==> config.mk <==
export PLATFORM = sky130hd
export DESIGN_NAME = data_burst_controller
export DESIGN_NICKNAME = d
export VERILOG_FILES = /design/src/rtl/data_burst_controller.sv
export SDC_FILE = /design/constraint.sdc
export NUM_CORES = 1
export LEC_CHECK = 0
export ABC_AREA = 1
export BUFFER_PORTS_ARGS = -buffer_cell sky130_fd_sc_hd__buf_2
export CORE_MARGIN = 4
export CORE_UTILIZATION = 46
export DETAILED_ROUTE_END_ITERATION = 10
export GPL_TIMING_DRIVEN = 0
export PLACE_DENSITY = 0.76
export RECOVER_POWER = 50
export SLEW_MARGIN = 20
export SYNTH_ARGS = -nofsm -noshare
export SYNTH_HDL_FRONTEND = slang
export SYNTH_SLANG_ARGS = --single-unit
==> constraint.sdc <==
create_clock -name clk -period 1.5 [get_ports clk]
set_input_delay 0.15 -clock clk [delete_from_list [all_inputs] [get_ports clk]]
set_output_delay 0.15 -clock clk [all_outputs]
set_load 0.01 [all_outputs]
==> src/rtl/data_burst_controller.sv <==
// Moves data between the 256x8 register-bank array and the external burst interface, in bursts of at most max_burst_size beats.
// Define DB_TIMEOUT_EN to add a per-handshake watchdog that aborts a stalled transfer and sets db_err.
module data_burst_controller #(
  parameter int TIMEOUT_CYCLES = 255
) (
  input  logic       clk,
  input  logic       rst_n,
  input  logic       rb_db_start,
  input  logic       rb_db_rw,
  input  logic [7:0] rb_db_length,
  input  logic [7:0] rb_db_max_burst_size,
  input  logic [7:0] rb_db_data,
  input  logic       rb_db_ack,
  output logic       db_rb_req,
  output logic [8:0] db_rb_addr,
  output logic [7:0] db_rb_data,
  output logic       db_rb_idle,
  output logic       db_rb_rd_done,
  output logic       db_bi_req,
  output logic       db_bi_rw,
  output logic [8:0] db_bi_addr,
  output logic [7:0] db_bi_size,
  input  logic       bi_db_gnt,
  output logic [7:0] db_bi_wdata,
  output logic       db_bi_wvalid,
  input  logic       bi_db_wready,
  input  logic [7:0] bi_db_rdata,
  input  logic       bi_db_rvalid,
  output logic       db_err
);

  typedef enum logic [2:0] {
    S_IDLE, S_SETUP, S_REQ, S_WBEAT, S_RBEAT, S_BEND, S_DONE
  } state_e;

  state_e     state_q, state_d;
  logic       rw_q, rw_d;
  logic [7:0] mbs_q, mbs_d;
  logic [7:0] remaining_q, remaining_d;
  logic [7:0] beat_cnt_q, beat_cnt_d;
  logic [8:0] ptr_q, ptr_d;
  logic       err_q, err_d;

  logic [7:0] burst_size;
  logic       beat_done;
  logic       handshake;
  logic       timeout_hit;

  // The acknowledge only mirrors our own strobe; nothing here depends on it.
  logic unused_ack;
  assign unused_ack = rb_db_ack;

  assign burst_size = (remaining_q < mbs_q) ? remaining_q : mbs_q;
  assign beat_done  = ((state_q == S_WBEAT) && bi_db_wready) ||
                      ((state_q == S_RBEAT) && bi_db_rvalid);
  assign handshake  = beat_done || ((state_q == S_REQ) && bi_db_gnt);

`ifdef DB_TIMEOUT_EN
  localparam int TO_W = (TIMEOUT_CYCLES < 2) ? 1 : $clog2(TIMEOUT_CYCLES);

  logic [TO_W-1:0] to_cnt_q, to_cnt_d;
  logic            waiting;

  assign waiting     = (state_q == S_REQ) || (state_q == S_WBEAT) || (state_q == S_RBEAT);
  assign timeout_hit = waiting && !handshake && (to_cnt_q == TO_W'(TIMEOUT_CYCLES - 1));

  // Restart the count on every state change and every accepted handshake.
  always_comb begin
    to_cnt_d = to_cnt_q + TO_W'(1);
    if ((state_d != state_q) || handshake) to_cnt_d = '0;
  end

  always_ff @(posedge clk or negedge rst_n) begin
    if (!rst_n) to_cnt_q <= '0;
    else        to_cnt_q <= to_cnt_d;
  end
`else
  logic [31:0] unused_timeout;
  assign unused_timeout = 32'(TIMEOUT_CYCLES);
  assign timeout_hit    = 1'b0;
`endif

  // NOTE: sequential state uses non-blocking assignments so every flop samples pre-edge values.
  always_ff @(posedge clk or negedge rst_n) begin
    if (!rst_n) begin
      state_q     <= S_IDLE;
      rw_q        <= 1'b0;
      mbs_q       <= 8'd0;
      remaining_q <= 8'd0;
      beat_cnt_q  <= 8'd0;
      ptr_q       <= 9'd0;
      err_q       <= 1'b0;
    end else begin
      state_q     <= state_d;
      rw_q        <= rw_d;
      mbs_q       <= mbs_d;
      remaining_q <= remaining_d;
      beat_cnt_q  <= beat_cnt_d;
      ptr_q       <= ptr_d;
      err_q       <= err_d;
    end
  end

  // NOTE: every combinational output gets a default first so no path infers a latch.
  always_comb begin
    state_d = state_q;
    case (state_q)
      S_IDLE:  if (rb_db_start) state_d = S_SETUP;
      S_SETUP: state_d = (rb_db_length == 8'd0) ? S_DONE : S_REQ;
      S_REQ:   if (bi_db_gnt) state_d = rw_q ? S_WBEAT : S_RBEAT;
      S_WBEAT,
      S_RBEAT: if (beat_done && (beat_cnt_q == 8'd1)) state_d = S_BEND;
      S_BEND:  state_d = (remaining_q != 8'd0) ? S_REQ : S_DONE;
      S_DONE:  state_d = S_IDLE;
      default: state_d = S_IDLE;
    endcase
    if (timeout_hit) state_d = S_DONE;
  end

  always_comb begin
    rw_d        = rw_q;
    mbs_d       = mbs_q;
    remaining_d = remaining_q;
    beat_cnt_d  = beat_cnt_q;
    ptr_d       = ptr_q;
    err_d       = err_q;
    case (state_q)
      S_SETUP: begin
        rw_d        = rb_db_rw;
        mbs_d       = (rb_db_max_burst_size == 8'd0) ? 8'd1 : rb_db_max_burst_size;
        remaining_d = rb_db_length;
        ptr_d       = 9'd0;
        err_d       = 1'b0;
      end
      S_REQ:   if (bi_db_gnt) beat_cnt_d = burst_size;
      default: ;
    endcase
    if (beat_done) begin
      ptr_d       = ptr_q + 9'd1;
      remaining_d = remaining_q - 8'd1;
      beat_cnt_d  = beat_cnt_q - 8'd1;
    end
    if (timeout_hit) err_d = 1'b1;
  end

  always_comb begin
    db_rb_req     = 1'b0;
    db_rb_addr    = 9'd0;
    db_rb_data    = 8'd0;
    db_rb_idle    = 1'b0;
    db_rb_rd_done = 1'b0;
    db_bi_req     = 1'b0;
    db_bi_addr    = 9'd0;
    db_bi_size    = 8'd0;
    db_bi_wdata   = 8'd0;
    db_bi_wvalid  = 1'b0;
    case (state_q)
      S_IDLE: db_rb_idle = 1'b1;
      S_REQ: begin
        db_bi_req  = 1'b1;
        db_bi_addr = ptr_q;
        db_bi_size = burst_size;
      end
      S_WBEAT: begin
        db_rb_req    = 1'b1;
        db_rb_addr   = ptr_q;
        db_bi_wdata  = rb_db_data;
        db_bi_wvalid = 1'b1;
      end
      S_RBEAT: begin
        if (bi_db_rvalid) begin
          db_rb_req  = 1'b1;
          db_rb_addr = ptr_q;
          db_rb_data = bi_db_rdata;
        end
      end
      // An aborted transfer leaves err_q set, which suppresses the completion pulse.
      S_DONE:  db_rb_rd_done = !rw_q && !err_q;
      default: ;
    endcase
  end

  assign db_bi_rw = rw_q;
  assign db_err   = err_q;

endmodule

== Yosys cells after proc, flatten, opt, wreduce, memory -nomap -nowiden ==
Index checks and enable logic that the tools add are counted.
Operators by class
  add/subtract/negate cells: 3
  order comparisons: 1
  equal/unequal tests: 10
  muxes and demuxes: 29
  reductions and logical operators: 15
Operators by type and width (count)
  $mux 8: 11
  $mux 9: 4
  $mux 3: 6
  $pmux 9 s2: 1
  $logic_not 8->1: 2
  $sub 8x1->8 const B: 2
  $pmux 3 s5: 1
  $add 9x1->9 const B: 1
  $eq 3x3->1 const B: 3
  $eq 8x1->1 const B: 1
  $lt 8x8->1: 1
  $reduce_bool 8->1: 1
  $eq 3x2->1 const B: 2
  $ne 2x2->1 const B: 3
  $reduce_bool 2->1: 3
  $mux 1: 5
  $eq 3x1->1 const B: 1
  $logic_and 1x1->1: 3
  $logic_not 3->1: 1
  $reduce_and 3->1: 1
  $pmux 1 s2: 1
  $reduce_and 2->1: 1
  $reduce_or 2->1: 1
  $logic_not 1->1: 1
  $logic_or 1x1->1: 1
Storage, ports and cells
  bits in registers: 37
  input bits: 40

== Longest topological paths before layout ==
Gate-level depths: netlist of the first run.
  depth after elaboration: 6
  gate-level depth with buffers: 11
  gate-level depth less buffers: 11

== Worst setup path before layout of the first run ==
No wires, ideal clock.
  path kind: register to output
  from: register remaining_q[7]
  to: output port db_bi_size[0]
  arrival time: 1.579 ns
  required time: 1.350 ns
  slack: -0.229 ns
  cell stages (with the launch flop): 11
  cell sequence: dfrtp_1 ha_1 nand2_1 inv_1 nor2_1 o21a_1 buf_2 nand2_1 nand2_1 nand2_1 nor2_1
Between the ends
  longest elaborated chain between the ends: 3
Ends and longest elaborated chain
  from (decl): line 39  | logic [7:0] remaining_q, remaining_d;
  from (signal assigned): line 97  | remaining_q <= remaining_d;
  $lt 8x8->1: line 53  | assign burst_size = (remaining_q < mbs_q) ? remaining_q : mbs_q;
  $mux 8: line 53
  $mux 8: line 157  | case (state_q)
  to (decl): line 22  | output logic [7:0] db_bi_size,
Every way passes these cells.

== Worst setup path after layout of the first run ==
  from: register mbs_q[7]
  to: output port db_bi_size[2]
Between the ends
  longest elaborated chain between the ends: 3
Ends and longest elaborated chain
  from (decl): line 38  | logic [7:0] mbs_q, mbs_d;
  from (signal assigned): line 96  | mbs_q <= mbs_d;
  $lt 8x8->1: line 53
  $mux 8: line 53
  $mux 8: line 157
Every way passes these cells.

==> out/metrics.cfg, run 1 <==
[run_status]
status = finished with violations
violations = setup timing

[synth]
synth.distinct_cells = 37
synth_nets = 451
synth.top_cell.area_share = 0.338
ys_seq_area_frac = 0.338
yosysMostFrequentCell = nand2_1
synth_area_per_cell_um2 = 6.84
yosys.area.top_type = dfrtp_1
ys.flop_type = dfrtp_1
syn-instance-count = 400
synth-edff-count = 0
yosys_warnings = 0
async_reset_ff_frac = 1.00
synth_common_cells = nand2_1, nor2_1, inv_1, dfrtp_1, nand3_1
synth_area_um2 = 2740
synth_top_cells_by_area = dfrtp_1, nand2_1, nor2_1
yosys_register_bits = 37

[final_layout]
finalNonFillerCells = 610
n_fill_cell = 291
fin_nets = 589
stdcell_area_um2 = 4640
regArea_um2 = 931
layout-drive-gt1-share = 0.511
multi_input_area_um2 = 2090
antennaDiodeCount = 0
synthToLayoutAreaGrowth_pct = 69.5

[global_routing]
gr-total-overflow = 0
antenna_found_initial = 0
track_usage = 0.249
grt_max_degree = 38
grt_pass1_vias = 3149
grt_pass1_wl_um = 14700

[clock_network]
insertion_delay_ps = 300
cts_tree = done
root_buffer = clkbuf_8
clk_pin_slew_ps = 70
cts_num_sinks = 37
clock_path_buffers = 2
htree_levels = 2
numCtsBuffers = 5

[setup_path]
path_class = reg -> out
r2r_start = remaining_q[5]
critPathMostFrequentCell = buf_2
slowest_delay_ps = 380
end_kind = primary output
cp-start-kind = register
reg2reg_slack_ps = -380
cpMaxStageDelayCell = dfrtp_1
path_max_fanout = 4
path_cells = inv_2 -> ha_4 -> nand2_2 -> inv_1 -> nor2_1 -> o21a_1 -> buf_2 -> nand3_1 -> nand2_1 -> nor2_2 -> buf_2
arrival_ps = 2080
ff2ff_path_depth = 9
r2r_end = beat_cnt_q[2]
crit_required_ps = 1350

[routing]
route.detailed.drc = 0
ant_nets = 0
drt_wl_total_um = 12500
viasPerCell = 5.97
dr_total_vias = 3642
drtIter0Drc = 444
wl_per_cell_um = 20.5
drt-pass1-iter-count = 6

[sta]
tns_ps = -16500
layout_min_cycle_time_ps = 2230
slew_violations = 0
setup_viol = 76
fin_skew_ps = 6.80
setup_slack_ps = -730
hold_violations = 0
fmax_mhz = 449
fin_crit_sh = 1.49
rsz0062_at_grt = true
maxSlewHeadroom = 0.356
tightest_slew_ps = 966

[worst_hold_path]
min_to = remaining_q[1]
min_from = rb_db_length[1]
hold_class = in -> reg
hold_path_depth = 3

[power_and_ir_drop]
peakVddDrop_mv = 1.26
p_leak_uw = 0.00227
p_total_uw = 10100
p_per_area_nw_per_um2 = 2170

[floorplanning]
row_count = 27
dieWidth_um = 85.1
io_pins = 89
initial_core_util = 0.485
coreArea_um2 = 5640
die_area_um2 = 7250
die_h_um = 85.1

[placed_design]
place_area_um2 = 3300
dp.cells = 557
gp_congestion = 0.810
io_buffers = 85
hpwl_um = 5670

[run]
cap_violations = 0

## worst max-delay path by stage
stage / to / slack, ps / from
after floorplan: db_bi_size[0] / -100 / remaining_q[7]
after global placement: db_bi_size[0] / -300 / remaining_q[7]
after detailed placement: db_bi_size[0] / -320 / remaining_q[7]
after CTS: db_bi_size[6] / -540 / mbs_q[7]
after global routing: db_bi_size[7] / -780 / mbs_q[7]
final: db_bi_size[2] / -730 / mbs_q[7]
## kinds of logic (layout without fill, tap and decap cells)
group | Yosys count | count (layout) | synth area share
flip-flops | 37 | 37 | 0.338
adder cells (fa/ha/maj) | 11 | 11 | 0.0503
XOR/XNOR | 6 | 6 | 0.0192
AND/OR/NAND/NOR | 213 | 215 | 0.356
buffers and inverters | 75 | 211 | 0.117
other | 1 | 1 | 0.00137
AO/OA/AOI/OAI | 57 | 57 | 0.117
## metal layers
metal	share of wire	track usage
met1	0.34	0.311
met2	0.50	0.439
met3	0.084	0.0447
met4	0.078	0.0691
met5	0	0
## power by group
group          switching, uW  leakage [uW]  internal, uW
clock network            374     0.0000443           365
registers                365      0.000464          1410
logic                   4610       0.00176          2970
total                   5350       0.00227          4740
## through the flow
step,worst slack [ps],utilization,hold WS (ps)
global placement,-296,0.584,295
detailed placement,-320,0.584,295
finish,-730,0.822,94.5
global route,-784,0.822,101
floorplan,-101,-,-146
CTS,-544,0.702,89.8
## final cells by class
cell class,instances,area share
multi-input cells,290,0.451
clock buffers,7,0.0186
repair buffers,128,0.224
plain buffers,10,0.0229
well taps,72,0.0194
flip-flops and latches,37,0.201
repair inverters,1,0.00351
inverters,65,0.0601
## flip-flops by register name, indices dropped and copies added (netlist names)
signal,flops
mbs_q,8
remaining_q,8
state_q,3
beat_cnt_q,8
ptr_q,9
db_bi_rw,1
## worst max-delay path: cells and delay by family (launching register included)
family | cells | cell delay (ps)
and+or+nand+nor | 5 | 500
buffers and inverters | 4 | 480
DFF | 1 | 380
adders and majority gates | 1 | 220
AOI/OAI and AO/OA | 1 | 200
## cells in the final DEF (no fill, tap or decap), types with 4 or more instances in the layout
master and n:
buf_4 26, dfrtp_2 4, buf_6 37, inv_2 10, xor2_1 4, a21oi_1 11, clkbuf_8 6, nand2_2 19
nor2_1 25, o21ai_0 13, nand2_8 7, nand3_1 32, dfrtp_1 33, nor2_4 30, nor2_2 16, nand2_4 9
o21ai_1 7, inv_1 48, nand2_1 61, buf_8 6, a21oi_2 5, ha_1 10, buf_2 60, o21ai_2 8
## timing repair
action                                  in CTS  in global routing
endpoints found under the hold margin       37                  0
endpoints found under the setup margin      67                 78
hold buffers                                 1                  0
resized for setup                           79                134
pin swaps                                   15                 17
gates cloned                                 4                  3
setup buffers                               21                 17
Note: power is estimated with default switching activity, not from simulation.
==> inputs of run 2 (changes only) <==
MAX_ROUTING_LAYER = met4   (was default)
==> run 2 against run 1 <==
The flow still finishes with violations (setup timing). Cell count unchanged. Sequential share of layout area increased by 0.18 points. Total power decreased by 2.1%. Non-clock buffer count unchanged. Largest power group unchanged. Critical path type unchanged. Largest cell class unchanged. Clock-buffer cell count unchanged. Hold slack got worse by 0.94 ps.
==> out/metrics.cfg, run 2 (synthesis results as in run 1) <==
[run_status]
status = finished with violations  ; unchanged
violations = setup timing  ; unchanged

[floorplanning]
io_pins = 89  ; unchanged
initial_core_util = 0.485  ; unchanged
coreArea_um2 = 5640  ; unchanged
row_count = 27  ; unchanged
die_area_um2 = 7250  ; unchanged
dieWidth_um = 85.1  ; unchanged
die_h_um = 85.1  ; unchanged

[power_and_ir_drop]
peakVddDrop_mv = 1.33  ; was 1.26 mV
p_per_area_nw_per_um2 = 2150  ; was 2170 nW/um2
p_leak_uw = 0.00224  ; was 0.00227 uW
sw_frac_of_total = 0.525  ; was 0.530
p_seq_frac = 0.178  ; was 0.176
clkPwrFrac = 0.077  ; was 0.073
p_total_uw = 9880  ; was 10100 uW
p_int_uw = 4700  ; was 4740 uW
comb_power_share = 0.745  ; was 0.751
p_sw_uw = 5180  ; was 5350 uW

[placed_design]
place_area_um2 = 3300  ; unchanged
gp_congestion = 0.821  ; was 0.810
hpwl_um = 5670  ; unchanged
io_buffers = 85  ; unchanged

[final_layout]
layout_commonest_cell = nand2_1  ; unchanged
layout-drive-gt1-share = 0.504  ; was 0.511
n_fill_cell = 303  ; was 291
mostFrequentLayoutCells = nand2_1, buf_2, inv_1, buf_6, dfrtp_1  ; unchanged
antennaDiodeCount = 0  ; unchanged
fin_nets = 589  ; unchanged
synthToLayoutAreaGrowth_pct = 67.7  ; was 69.5%
regArea_um2 = 930  ; was 931 um2
top_register = ptr_q  ; unchanged
largest_reg_flops = 9  ; unchanged
stdcell_area_um2 = 4590  ; was 4640 um2
multi_input_area_um2 = 2070  ; was 2090 um2

[sta]
fmax_mhz = 453  ; was 449 MHz
hold_ws_ps = 93.5  ; was 94.5 ps
slew_violations = 0  ; unchanged
tightest_slew_ps = 975  ; was 966 ps
fin_skew_ps = 10.9  ; was 6.80 ps
layout_min_cycle_time_ps = 2210  ; was 2230 ps
rsz0062_at_grt = true  ; unchanged
setup_slack_ps = -708  ; was -730 ps
fin_crit_sh = 1.47  ; was 1.49
setup_viol = 74  ; was 76
hold_violations = 0  ; unchanged
maxSlewHeadroom = 0.350  ; was 0.356

[clock_network]
clk_pin_slew_ps = 80  ; was 70 ps
cts_tree = done  ; unchanged
numCtsBuffers = 5  ; unchanged
root_buffer = clkbuf_8  ; unchanged
clock_path_buffers = 2  ; unchanged
insertion_delay_ps = 300  ; about the same
htree_levels = 2  ; unchanged
cts_num_sinks = 37  ; unchanged

[setup_path]
cp-start-kind = register  ; unchanged
path_class = reg -> out  ; unchanged
arrival_ps = 2060  ; was 2080 ps
endpoint = db_bi_size[7]  ; was db_bi_size[2]
r2r_end = beat_cnt_q[2]  ; unchanged
r2r_start = remaining_q[7]  ; was remaining_q[5]
path_max_fanout = 8  ; was 4
startpoint = mbs_q[1]  ; was mbs_q[7]
crit_required_ps = 1350  ; about the same
end_kind = primary output  ; unchanged
reg2reg_slack_ps = -270  ; was -380 ps
ff2ff_path_depth = 9  ; unchanged

[global_routing]
antenna_found_initial = 0  ; unchanged
grt_max_degree = 38  ; unchanged
gr-total-overflow = 0  ; unchanged
grt_pass1_vias = 3146  ; was 3149
track_usage = 0.256  ; was 0.249
grt_pass1_wl_um = 14700  ; about the same

[routing]
ant_nets = 0  ; unchanged
drt_wl_total_um = 11700  ; was 12500 um
drtIter0Drc = 386  ; was 444
viasPerCell = 5.77  ; was 5.97
drt-pass1-iter-count = 6  ; unchanged
route.detailed.drc = 0  ; unchanged
wl_per_cell_um = 19.1  ; was 20.5 um
dr_total_vias = 3521  ; was 3642

[worst_hold_path]
hold_class = in -> reg  ; unchanged

[run]
cap_violations = 0  ; unchanged

[run 2: cell count changes in the layout (fill, tap and decap cells not counted), sizes merged]
cell,delta
buf,+1
clkbuf,-1
[run 2: repair_timing]
item                       4_1_cts  5_1_grt
gates cloned                     4        2
hold endpoints to repair        37        0
resized for setup               79      130
setup endpoints to repair       67       78
pin swaps                       15       20
hold buffers                     1        0
buffers inserted                21       18
[run 2: power by group through the flow]
stage	Combinational [uW]	Clock (uW)	Sequential [uW]
after CTS	5490	711	1670
final	7360	765	1750
after floorplan	3190	0	1640
after detailed placement	4150	0	1700
after global placement	4040	0	1690
after global routing	7800	786	1790
[run 2: worst max-delay path: stages (launching register included)]
cell and delay [ps]:
dfrtp_1 380, inv_1 130, ha_1 270, nand2_1 80, nand2_1 50, nand2_1 80
nand2_2 100, nand2_4 150, nand2_8 100, nand2_4 90, nand2_2 60, nor2_2 120
buf_2 140
[run 2: cell type report]
cell class / count / area share
clock buffer: 7 / 0.0188
buffer: 10 / 0.0248
timing repair inverter: 1 / 0.00354
timing repair buffer: 128 / 0.219
sequential: 37 / 0.202
inverter: 65 / 0.0608
tap: 72 / 0.0196
multi-input combinational: 290 / 0.451
[run 2: how the worst min path moves through the flow]
stage                            startpoint        endpoint  depth (start not counted)
floorplan                             rst_n   beat_cnt_q[0]                          0
global placement                      rst_n        mbs_q[2]                          1
detailed placement                    rst_n  remaining_q[0]                          1
CTS                 rb_db_max_burst_size[4]        mbs_q[4]                          3
global route        rb_db_max_burst_size[4]        mbs_q[4]                          3
finish              rb_db_max_burst_size[6]        mbs_q[6]                          3
[run 2: through the flow]
| stage | utilization | setup slack, ps | cells | setup TNS, ps |
|---|---|---|---|---|
| 2_1_floorplan | - | -101 | 400 | -652 |
| 4_1_cts | 0.702 | -544 | 590 | -6880 |
| 6_report | 0.814 | -708 | 610 | -15770 |
| 3_5_place_dp | 0.584 | -320 | 557 | -3980 |
| 5_1_grt | 0.814 | -785 | 610 | -19410 |
| 3_3_place_gp | 0.584 | -296 | 557 | -3260 |
[run 2: layer usage]
metal / vias to the layer above / share of wire / wire [um] / track usage
li1: 1557 / - / - / -
met1: 1660 / 0.36 / 4160 / 0.310
met2: 235 / 0.51 / 5970 / 0.440
met3: 69 / 0.080 / 934 / 0.0437
met4: 0 / 0.050 / 586 / 0.0691
met5: - / 0 / 0 / -
